### config.mk
export PLATFORM = sky130hd
export DESIGN_NAME = game_sequencer
export DESIGN_NICKNAME = d
export VERILOG_FILES = /design/src/rtl/asteroid_pkg.sv /design/src/rtl/collisionCheck.sv /design/src/rtl/game_sequencer.sv
export SDC_FILE = /design/constraint.sdc
export NUM_CORES = 1
export LEC_CHECK = 0
export CAP_MARGIN = 10
export CORE_AREA = 2 2 210 212
export CTS_CLUSTER_DIAMETER = 200
export CTS_CLUSTER_SIZE = 28
export DETAILED_ROUTE_END_ITERATION = 8
export DIE_AREA = 0 0 212 214
export GPL_TIMING_DRIVEN = 0
export PLACE_DENSITY = 0.63
export RECOVER_POWER = 100
export SLEW_MARGIN = 40
export SYNTH_ARGS = -nofsm -noshare
export SYNTH_HDL_FRONTEND = slang
export SYNTH_SLANG_ARGS = --single-unit
### constraint.sdc
create_clock -name clk -period 2.72 [get_ports clk]
set_clock_uncertainty 0.2 [all_clocks]
set_input_delay 0.544 -clock clk [delete_from_list [all_inputs] [get_ports clk]]
set_output_delay 0.544 -clock clk [all_outputs]
set_load 0.05 [all_outputs]
### src/rtl/asteroid_pkg.sv
// Shared types and dimensions for the asteroid-dodging game sequencer.
// The player-grid helper lives here so that every consumer places the player the same way.
package asteroid_pkg;
    localparam int ROWS    = 16;
    localparam int COLS    = 16;
    localparam int SCORE_W = 8;

    typedef logic [ROWS-1:0][COLS-1:0] grid_t;

    typedef enum logic [1:0] {
        IDLE  = 2'd0,
        RUN   = 2'd1,
        CHECK = 2'd2,
        OVER  = 2'd3
    } state_t;

    // The player only ever occupies the bottom row.
    function automatic grid_t player_grid(input logic [3:0] col);
        grid_t g;
        g = '0;
        g[ROWS-1][col] = 1'b1;
        return g;
    endfunction
endpackage

### src/rtl/collisionCheck.sv
// 16x16 OR-reduce collision detector.
// The input is the bitwise AND of the asteroid field and the player grid.
module collisionCheck
    import asteroid_pkg::*;
(
    input  logic [ROWS-1:0][COLS-1:0] overlap,
    output logic                      hit
);
    assign hit = |overlap;
endmodule

### src/rtl/game_sequencer.sv
// Asteroid-field game sequencer: the field shifts down every SPEED ticks and the player moves along the bottom row.
// Any tick or applied move is followed by a one-cycle collision check.
module game_sequencer
    import asteroid_pkg::*;
#(
    parameter int SPEED     = 4,
    parameter int START_COL = 7
) (
    input  logic                      clk,
    input  logic                      reset_n,
    input  logic                      tick,
    input  logic                      start,
    input  logic                      left,
    input  logic                      right,
    input  logic [COLS-1:0]           spawn_row,
    output logic [ROWS-1:0][COLS-1:0] asteroids,
    output logic [ROWS-1:0][COLS-1:0] player,
    output logic                      running,
    output logic                      game_over,
    output logic [SCORE_W-1:0]        score
);
    localparam logic [3:0]         START_COL_L = 4'(START_COL);
    localparam logic [3:0]         LAST_CNT    = 4'(SPEED - 1);
    localparam logic [3:0]         MAX_COL     = 4'(COLS - 1);
    localparam logic [SCORE_W-1:0] SCORE_ONE   = SCORE_W'(1);
    localparam logic [SCORE_W-1:0] SCORE_MAX   = '1;

    state_t             state_r, state_s;
    grid_t              asteroids_r, asteroids_s;
    grid_t              player_r, player_s;
    logic [3:0]         col_r, col_s;
    logic [3:0]         cnt_r, cnt_s;
    logic [SCORE_W-1:0] score_r, score_s;
    logic               running_r, running_s;
    logic               game_over_r, game_over_s;
    logic               hit_s;
    logic               mv_left_s, mv_right_s;

    collisionCheck u_collision (
        .overlap (asteroids_r & player_r),
        .hit     (hit_s)
    );

    // Moves against a wall, or both directions at once, are not applied.
    assign mv_left_s  = left & ~right & (col_r != MAX_COL);
    assign mv_right_s = right & ~left & (col_r != 4'd0);

    // Next-state, grid, counter and score logic.
    always_comb begin
        state_s     = state_r;
        asteroids_s = asteroids_r;
        player_s    = player_r;
        col_s       = col_r;
        cnt_s       = cnt_r;
        score_s     = score_r;
        case (state_r)
            IDLE: begin
                if (start) begin
                    state_s = RUN;
                    score_s = '0;
                end else begin
                    state_s = IDLE;
                end
            end
            RUN: begin
                if (tick) begin
                    if (cnt_r == LAST_CNT) begin
                        asteroids_s = {asteroids_r[ROWS-2:0], spawn_row};
                        cnt_s       = 4'd0;
                        score_s     = (score_r == SCORE_MAX) ? score_r : score_r + SCORE_ONE;
                    end else begin
                        cnt_s = cnt_r + 4'd1;
                    end
                end else begin
                    cnt_s = cnt_r;
                end
                if (mv_left_s) begin
                    col_s = col_r + 4'd1;
                end else if (mv_right_s) begin
                    col_s = col_r - 4'd1;
                end else begin
                    col_s = col_r;
                end
                player_s = player_grid(col_s);
                if (tick || mv_left_s || mv_right_s) begin
                    state_s = CHECK;
                end else begin
                    state_s = RUN;
                end
            end
            CHECK: begin
                state_s = hit_s ? OVER : RUN;
            end
            OVER: begin
                if (start) begin
                    state_s     = IDLE;
                    asteroids_s = '0;
                    col_s       = START_COL_L;
                    player_s    = player_grid(START_COL_L);
                    cnt_s       = 4'd0;
                end else begin
                    state_s = OVER;
                end
            end
            default: begin
                state_s = IDLE;
            end
        endcase
        running_s   = (state_s == RUN) || (state_s == CHECK);
        game_over_s = (state_s == OVER);
    end

    // All sequencer state, with the status flags registered alongside the state.
    always_ff @(posedge clk or negedge reset_n) begin
        if (!reset_n) begin
            state_r     <= IDLE;
            asteroids_r <= '0;
            player_r    <= player_grid(START_COL_L);
            col_r       <= START_COL_L;
            cnt_r       <= 4'd0;
            score_r     <= '0;
            running_r   <= 1'b0;
            game_over_r <= 1'b0;
        end else begin
            state_r     <= state_s;
            asteroids_r <= asteroids_s;
            player_r    <= player_s;
            col_r       <= col_s;
            cnt_r       <= cnt_s;
            score_r     <= score_s;
            running_r   <= running_s;
            game_over_r <= game_over_s;
        end
    end

    assign asteroids = asteroids_r;
    assign player    = player_r;
    assign running   = running_r;
    assign game_over = game_over_r;
    assign score     = score_r;
endmodule

==> results.ini, run 1 <==
[sta]
slew_viol_final=0
tightestPinTransition_ps=988
final-hold-violation-count=0
finalSetupViolCount=0
maxSlewHeadroom_pct=34.2
rsz0062_at_grt=false
fin_crit_sh_pct=97.3
fmax_mhz=378
fin_crit_ps=2650

[global_route]
grt_usage_pct=18.8
grt_overflow=0
grt_pass1_wl_mm=67.5
grt_pass1_vias=11500
grt_antenna_before_repair=1
grt_max_degree=71

[detailed_routing]
drt_iter0_drc=661
avgRoutedWirePerCell_um=16.0
vias=11700
viasPerCell=4.35
ant_nets=0
drc=0
firstDrtPassIters=5
totalWireLength_mm=43.2

[setup_path]
crit_chain=clkdlybuf4s50_1
cp.buffers_inverters=1
crit_family=buffers and inverters
slowest_stage=clkdlybuf4s50_1
start_kind=flip-flop
end_kind=output port
path_class=flip-flop to output port
critPathArrivalTime_ps=1900
cpPeakStageDelay_ps=870
critPathMaxFanout=3
cp_data_required_time_ps=1980

[yosys]
async_flop_share_pct=100
synth_warnings=0
netlist_area_mm2=0.0140
ys_ff_latch=292
avgSynthCellArea_um2=9.04
synthTopCellsByArea=dfrtp_1 52%, nand2_1 14%, buf_4 13%, o21ai_0 7.5%, o21ai_1 2.2%
synth_top_area_share_pct=51.6
synth_cells=1546
synth_flop_cell=dfrtp_1
synth_edf_count=0
yosysSeqAreaShare_pct=52.3
synth.largest_area_cell=dfrtp_1
yosys.cell_types.count=60

[floorplan]
rows=76
die_h_um=214
io_pins=544
start_util_pct=32.6
core_mm2=0.0429
die_x_um=212
die_area_mm2=0.0454

[layout]
layout-drive-gt1-share_pct=14.9
syn2layout_area_growth_pct=36.6
fill_cells=4231
regArea_mm2=0.00731
fin_nets=2135
multi_input_area_mm2=0.00519
final_cells=2697

[power]
power_mw=17.6
cellPowerDensity_mw_per_mm2=924
p_sw_share_pct=49.9
pwr-share-seq_pct=34.4
p_leak_nw=8.77
max-vdd-ir-drop_mv=0.664
p_sw_mw=8.80
p_int_mw=8.83
combPwrFrac_pct=51.7
power.clock.fraction_pct=14.0

[clock_tree]
cts-root-buf=clkbuf_16
numCtsBuffers=14
clkLatencyLatePin_ps=510
htree_levels=1
cts_max_path_buffers=3
cts_sinks=292
cts_setup_buffers=0
tritoncts=yes
clk_pin_slew_worst_paths_ps=110

[run]
maxCapViolCount=0

[placement]
placedCellCount=2677
place_congestion=0.827
place_hpwl_mm=33.9
portBuffers=303

[hold_path]
holdCritPathClass=input pin to asynchronous set/reset pin

[run_status]
status=finished clean

final timing paths:
| path | from | end | slack [ps] | depth (start not counted) |
|---|---|---|---|---|
| setup / recovery | asteroids[255]$_DFFE_PN0P_ | asteroids[255] | 70 | 1 |
| hold / removal | reset_n | asteroids[2]$_DFFE_PN0P_ | 270 | 2 |
| setup reg to reg | cnt_r[1]$_DFFE_PN0P_ | asteroids[148]$_DFFE_PN0P_ | 170 | 10 |
| hold reg to reg | cnt_r[3]$_DFFE_PN0P_ | cnt_r[3]$_DFFE_PN0P_ | 290 | 1 |
| max in group asynchronous | reset_n | asteroids[205]$_DFFE_PN0P_ | 410 | 4 |
| min in group clk | cnt_r[3]$_DFFE_PN0P_ | cnt_r[3]$_DFFE_PN0P_ | 290 | 1 |
cell usage in the layout (no fill, tap or decap), types with 3 or more instances in the layout:
master | synthesis | layout
nand2_1 | 532 | 533
clkdlybuf4s50_1 | 0 | 298
dfrtp_1 | 288 | 288
buf_4 | 241 | 241
conb_1 | 1 | 240
o21ai_0 | 208 | 212
clkbuf_1 | 56 | 60
o21ai_1 | 61 | 57
buf_6 | 24 | 19
a32o_1 | 16 | 16
clkbuf_16 | 0 | 15
nand3_1 | 10 | 10
clkbuf_2 | 0 | 8
a21oi_1 | 7 | 8
buf_2 | 12 | 8
nor2_1 | 7 | 7
nand2b_1 | 5 | 5
ha_1 | 5 | 5
inv_1 | 4 | 4
a22oi_1 | 4 | 4
dlygate4sd3_1 | 0 | 4
nor2b_1 | 3 | 3
or4_1 | 3 | 3
a221oi_1 | 3 | 3
xor2_1 | 3 | 3
a22o_1 | 3 | 3
dfstp_2 | 4 | 3
cells in the mapped netlist (5+ instances only):
cell      number
nand2b_1       5
a32o_1        16
clkbuf_1      56
buf_4        241
dfrtp_1      288
nand3_1       10
o21ai_0      208
nor2_1         7
buf_2         12
nand2_1      532
a21oi_1        7
ha_1           5
buf_6         24
o21ai_1       61
timing repair:
item / CTS / global route
setup endpoints to repair: 0 / 23
hold buffers: 1 / 0
endpoints found under the hold margin: 30 / 0
resized for setup: 0 / 6
power by group through the flow:
stage | Clock [mW] | Combinational [mW] | Sequential [mW]
floorplan | 0 | 3.59 | 8.65
global placement | 0 | 9.11 | 6.12
detailed placement | 0 | 9.20 | 6.12
CTS | 2.54 | 9.23 | 6.06
global route | 2.70 | 9.79 | 6.19
finish | 2.46 | 9.11 | 6.06
logic make-up after synthesis:
family / Yosys count / share of synthesized area (%)
other: 1 / 0.0268
AOI/OAI and AO/OA: 325 / 13.1
DFF: 292 / 52.3
adders and majority gates: 5 / 0.448
and+or+nand+nor: 578 / 16.4
buffers and inverters: 337 / 16.9
muxes: 2 / 0.152
xor gates and xnor gates: 6 / 0.564
sequential cells by signal (all words and copies together), names as in the netlist:
signal	count
game_over	1
running	1
col_r	4
state_r	2
cnt_r	4
asteroids	256
score	8
player	16
area by class of cell:
class / count / share of cell area, %
Clock inverter: 1 / 0.0853
Timing Repair Buffer: 308 / 16.3
Antenna cell: 1 / 0.0131
Multi-Input combinational cell: 1156 / 27.2
Buffer: 332 / 12.1
Sequential cell: 292 / 38.3
Clock buffer: 18 / 2.03
Tap cell: 585 / 3.84
Inverter: 4 / 0.0787
stage by stage:
stage	setup TNS, ps	cell area (µm²)	utilization (%)	hold slack, ps	worst slack, ps
after floorplan	0	14900	-	48.4	456
after global placement	-3467070	18600	43.4	276	-11790
after detailed placement	-59190	18700	43.7	229	-504
after CTS	0	19200	44.7	270	0.292
after global routing	0	19100	44.5	264	6.47
final	0	19100	44.5	272	73.5
metal layers:
layer  vias up  global-route usage (%)  wire, µm
li1       5688                       -         -
met5         -                       0         0
met3        33                    4.81      3350
met2       335                    31.5     21000
met4         0                    3.73       706
met1      5682                    24.5     18100
No activity file was read; power rests on OpenSTA's default activity.
==> inputs of run 2 (changes only) <==
--- a/config.mk
+++ b/config.mk
@@ -6,14 +6,13 @@
 export NUM_CORES = 1
 export LEC_CHECK = 0
 export CAP_MARGIN = 10
-export CORE_AREA = 2 2 210 212
+export CORE_AREA = 4 4 210 212
 export CTS_CLUSTER_DIAMETER = 200
 export CTS_CLUSTER_SIZE = 28
 export DETAILED_ROUTE_END_ITERATION = 8
-export DIE_AREA = 0 0 212 214
+export DIE_AREA = 0 0 214 216
 export GPL_TIMING_DRIVEN = 0
-export PLACE_DENSITY = 0.63
-export RECOVER_POWER = 100
+export PLACE_DENSITY = 0.67
 export SLEW_MARGIN = 40
 export SYNTH_ARGS = -nofsm -noshare
 export SYNTH_HDL_FRONTEND = slang
==> constraint.sdc (replaced) <==
create_clock -name clk -period 2.4 [get_ports clk]
set_clock_uncertainty 0.2 [all_clocks]
set_input_delay 0.48 -clock clk [delete_from_list [all_inputs] [get_ports clk]]
set_output_delay 0.48 -clock clk [all_outputs]
set_load 0.05 [all_outputs]
==> run 2 against run 1 <==
Effect of this change:
- hold slack got worse by 26 ps
- clock-buffer cell count rose by 1
- via count is 1.7% higher
- total power up 12%
- sequential share of layout area increased by 0.25 points
- core utilization is 0.70 points higher
- critical path depth unchanged
- die area increased by 1.9%
- register-to-register slack worse by 100 ps
- non-clock buffer count rose by 11
- largest power group unchanged
- sequential power grew 13%
==> results.ini, run 2 (synthesized netlist as in run 1, its figures left out) <==
[sta]
fin_crit_ps=2340
slew_viol_final=0  ; unchanged
hold_slack_ps=245  ; was 272 ps
fmax_mhz=428
maxSlewHeadroom_pct=51.1  ; was 34.2%
tightestPinTransition_ps=733  ; was 988 ps
final-hold-violation-count=0  ; unchanged
finalSetupViolCount=0  ; unchanged
fin_crit_sh_pct=97.3

[detailed_routing]
drt_iter0_drc=782  ; was 661
ant_nets=0  ; unchanged
vias=11900  ; was 11700
drc=0  ; unchanged
viasPerCell=4.49  ; was 4.35
firstDrtPassIters=5  ; unchanged
avgRoutedWirePerCell_um=16.7  ; was 16.0 µm
totalWireLength_mm=44.5  ; was 43.2 mm

[power]
p_sw_mw=10.1  ; was 8.80 mW
cellPowerDensity_mw_per_mm2=1040  ; was 924 mW/mm²
p_int_mw=9.63  ; was 8.83 mW
p_sw_share_pct=51.2  ; was 49.9%
power_mw=19.7  ; was 17.6 mW
combPwrFrac_pct=51.0  ; was 51.7%
max-vdd-ir-drop_mv=0.829  ; was 0.664 mV
p_leak_nw=10.2  ; was 8.77 nW
pwr-share-seq_pct=34.8  ; was 34.4%
power.clock.fraction_pct=14.2  ; was 14.0%

[global_route]
grt_pass1_wl_mm=69.1  ; was 67.5 mm
grt_pass1_vias=11900  ; was 11500
grt_antenna_before_repair=0  ; was 1
grt_usage_pct=18.3  ; was 18.8%
grt_overflow=0  ; unchanged
grt_max_degree=69  ; was 71

[floorplan]
die_area_mm2=0.0462  ; was 0.0454 mm²
die_x_um=214  ; was 212 µm
io_pins=544  ; unchanged
start_util_pct=33.3  ; was 32.6%
rows=75  ; was 76
core_mm2=0.0419  ; was 0.0429 mm²
die_h_um=216  ; was 214 µm

[setup_path]
critPathArrivalTime_ps=1660  ; was 1900 ps
cpPeakStageDelay_ps=820  ; was 870 ps
reg2reg_setup_slack_ps=70  ; was 170 ps
cp_data_required_time_ps=1720  ; was 1980 ps
crit_family=buffers and inverters  ; unchanged
r2r-end=player[246]$_DFFE_PN0P_  ; was asteroids[148]$_DFFE_PN0P_
crit_start=game_over$_DFF_PN0_  ; was asteroids[255]$_DFFE_PN0P_
cp.buffers_inverters=1  ; unchanged
r2r-start=col_r[1]$_DFFE_PN1P_  ; was cnt_r[1]$_DFFE_PN0P_
critPathMaxFanout=1  ; was 3
end_kind=output port  ; unchanged
slowest_stage=clkdlybuf4s50_1  ; unchanged
path_class=flip-flop to output port  ; unchanged
start_kind=flip-flop  ; unchanged
rr_worst_depth=6  ; was 10
crit_chain=clkdlybuf4s50_1  ; unchanged

[layout]
layout_commonest_cell=nand2_1  ; unchanged
layout-drive-gt1-share_pct=16.7  ; was 14.9%
syn2layout_area_growth_pct=35.7  ; was 36.6%
fin_nets=2146  ; was 2135
largest_register_ffs=256  ; unchanged
num_antenna_cells=0  ; was 1
mostFrequentLayoutCells=531 x nand2_1, 288 x dfrtp_1, 278 x dlygate4sd2_1  ; was 533 x nand2_1, 298 x clkdlybuf4s50_1, 288 x dfrtp_1

[run]
maxCapViolCount=0  ; unchanged

[clock_tree]
clkLatencyLatePin_ps=510  ; about the same
clk_pin_slew_worst_paths_ps=120  ; was 110 ps
tritoncts=yes  ; unchanged
cts-root-buf=clkbuf_16  ; unchanged
numCtsBuffers=14  ; unchanged
cts_sinks=292  ; unchanged
cts_max_path_buffers=3  ; unchanged
htree_levels=1  ; unchanged

[placement]
place_congestion=0.876  ; was 0.827
place_hpwl_mm=34.8  ; was 33.9 mm
portBuffers=303  ; unchanged

[hold_path]
holdCritPathClass=input pin to asynchronous set/reset pin  ; unchanged

[run_status]
status=finished clean  ; unchanged

==> run 2: final cells by class <==
cell class	count	area [µm²]
flip-flops and latches	292	7310
multi-input cells	1156	5270
inverters	4	15.0
plain buffers	333	2390
well taps	539	674
repair buffers	318	2890
clock buffers	19	390
clock inverters	1	16.3
fillers	4295	23000
==> run 2: worst max path at each step <==
stage,end,slack (ps),cells past startpoint
final,game_over,60,1
after global routing,player[250]$_DFFE_PN0P_,-2,8
after CTS,asteroids[6],2,1
after detailed placement,asteroids[12]$_DFFE_PN0P_,-810,7
after global placement,asteroids[186]$_DFFE_PN0P_,-11850,1
after floorplan,player[242]$_DFFE_PN0P_,140,8
==> run 2: through the flow <==
step	util, %	TNS, ps	setup WS, ps	instance area [µm²]	std cells
final	45.2	0	64.5	19000	2662
after global routing	45.2	-1.71	-1.71	19000	2662
after floorplan	-	0	136	14900	1785
after CTS	44.9	0	2.20	18800	2656
after detailed placement	44.6	-123280	-807	18700	2631
after global placement	44.3	-3554340	-11850	18600	2627
==> run 2: power by group through the flow <==
stage | Clock, mW | Combinational (mW) | Sequential, mW
after global routing | 3.01 | 10.8 | 7.00
after detailed placement | 0 | 10.4 | 6.96
after CTS | 2.87 | 9.97 | 6.85
after global placement | 0 | 10.3 | 6.96
after floorplan | 0 | 4.07 | 9.80
final | 2.80 | 10.1 | 6.85
==> run 2: routing by layer <==
layer	vias to the layer above	part of all wire (%)	routed length, µm	GRT usage, %
met3	39	6.4	2870	4.16
met4	0	1.8	794	3.48
met2	356	50	22200	31.9
li1	5703	-	-	-
met5	-	0	0	0
met1	5845	42	18600	23.6
==> run 2: what timing repair did <==
action                                  CTS  global route
setup buffers                             4             6
pin swaps                                 0             5
resized for setup                       293            37
endpoints found under the setup margin  512           178
endpoints found under the hold margin    48             0
hold buffers                              1             0
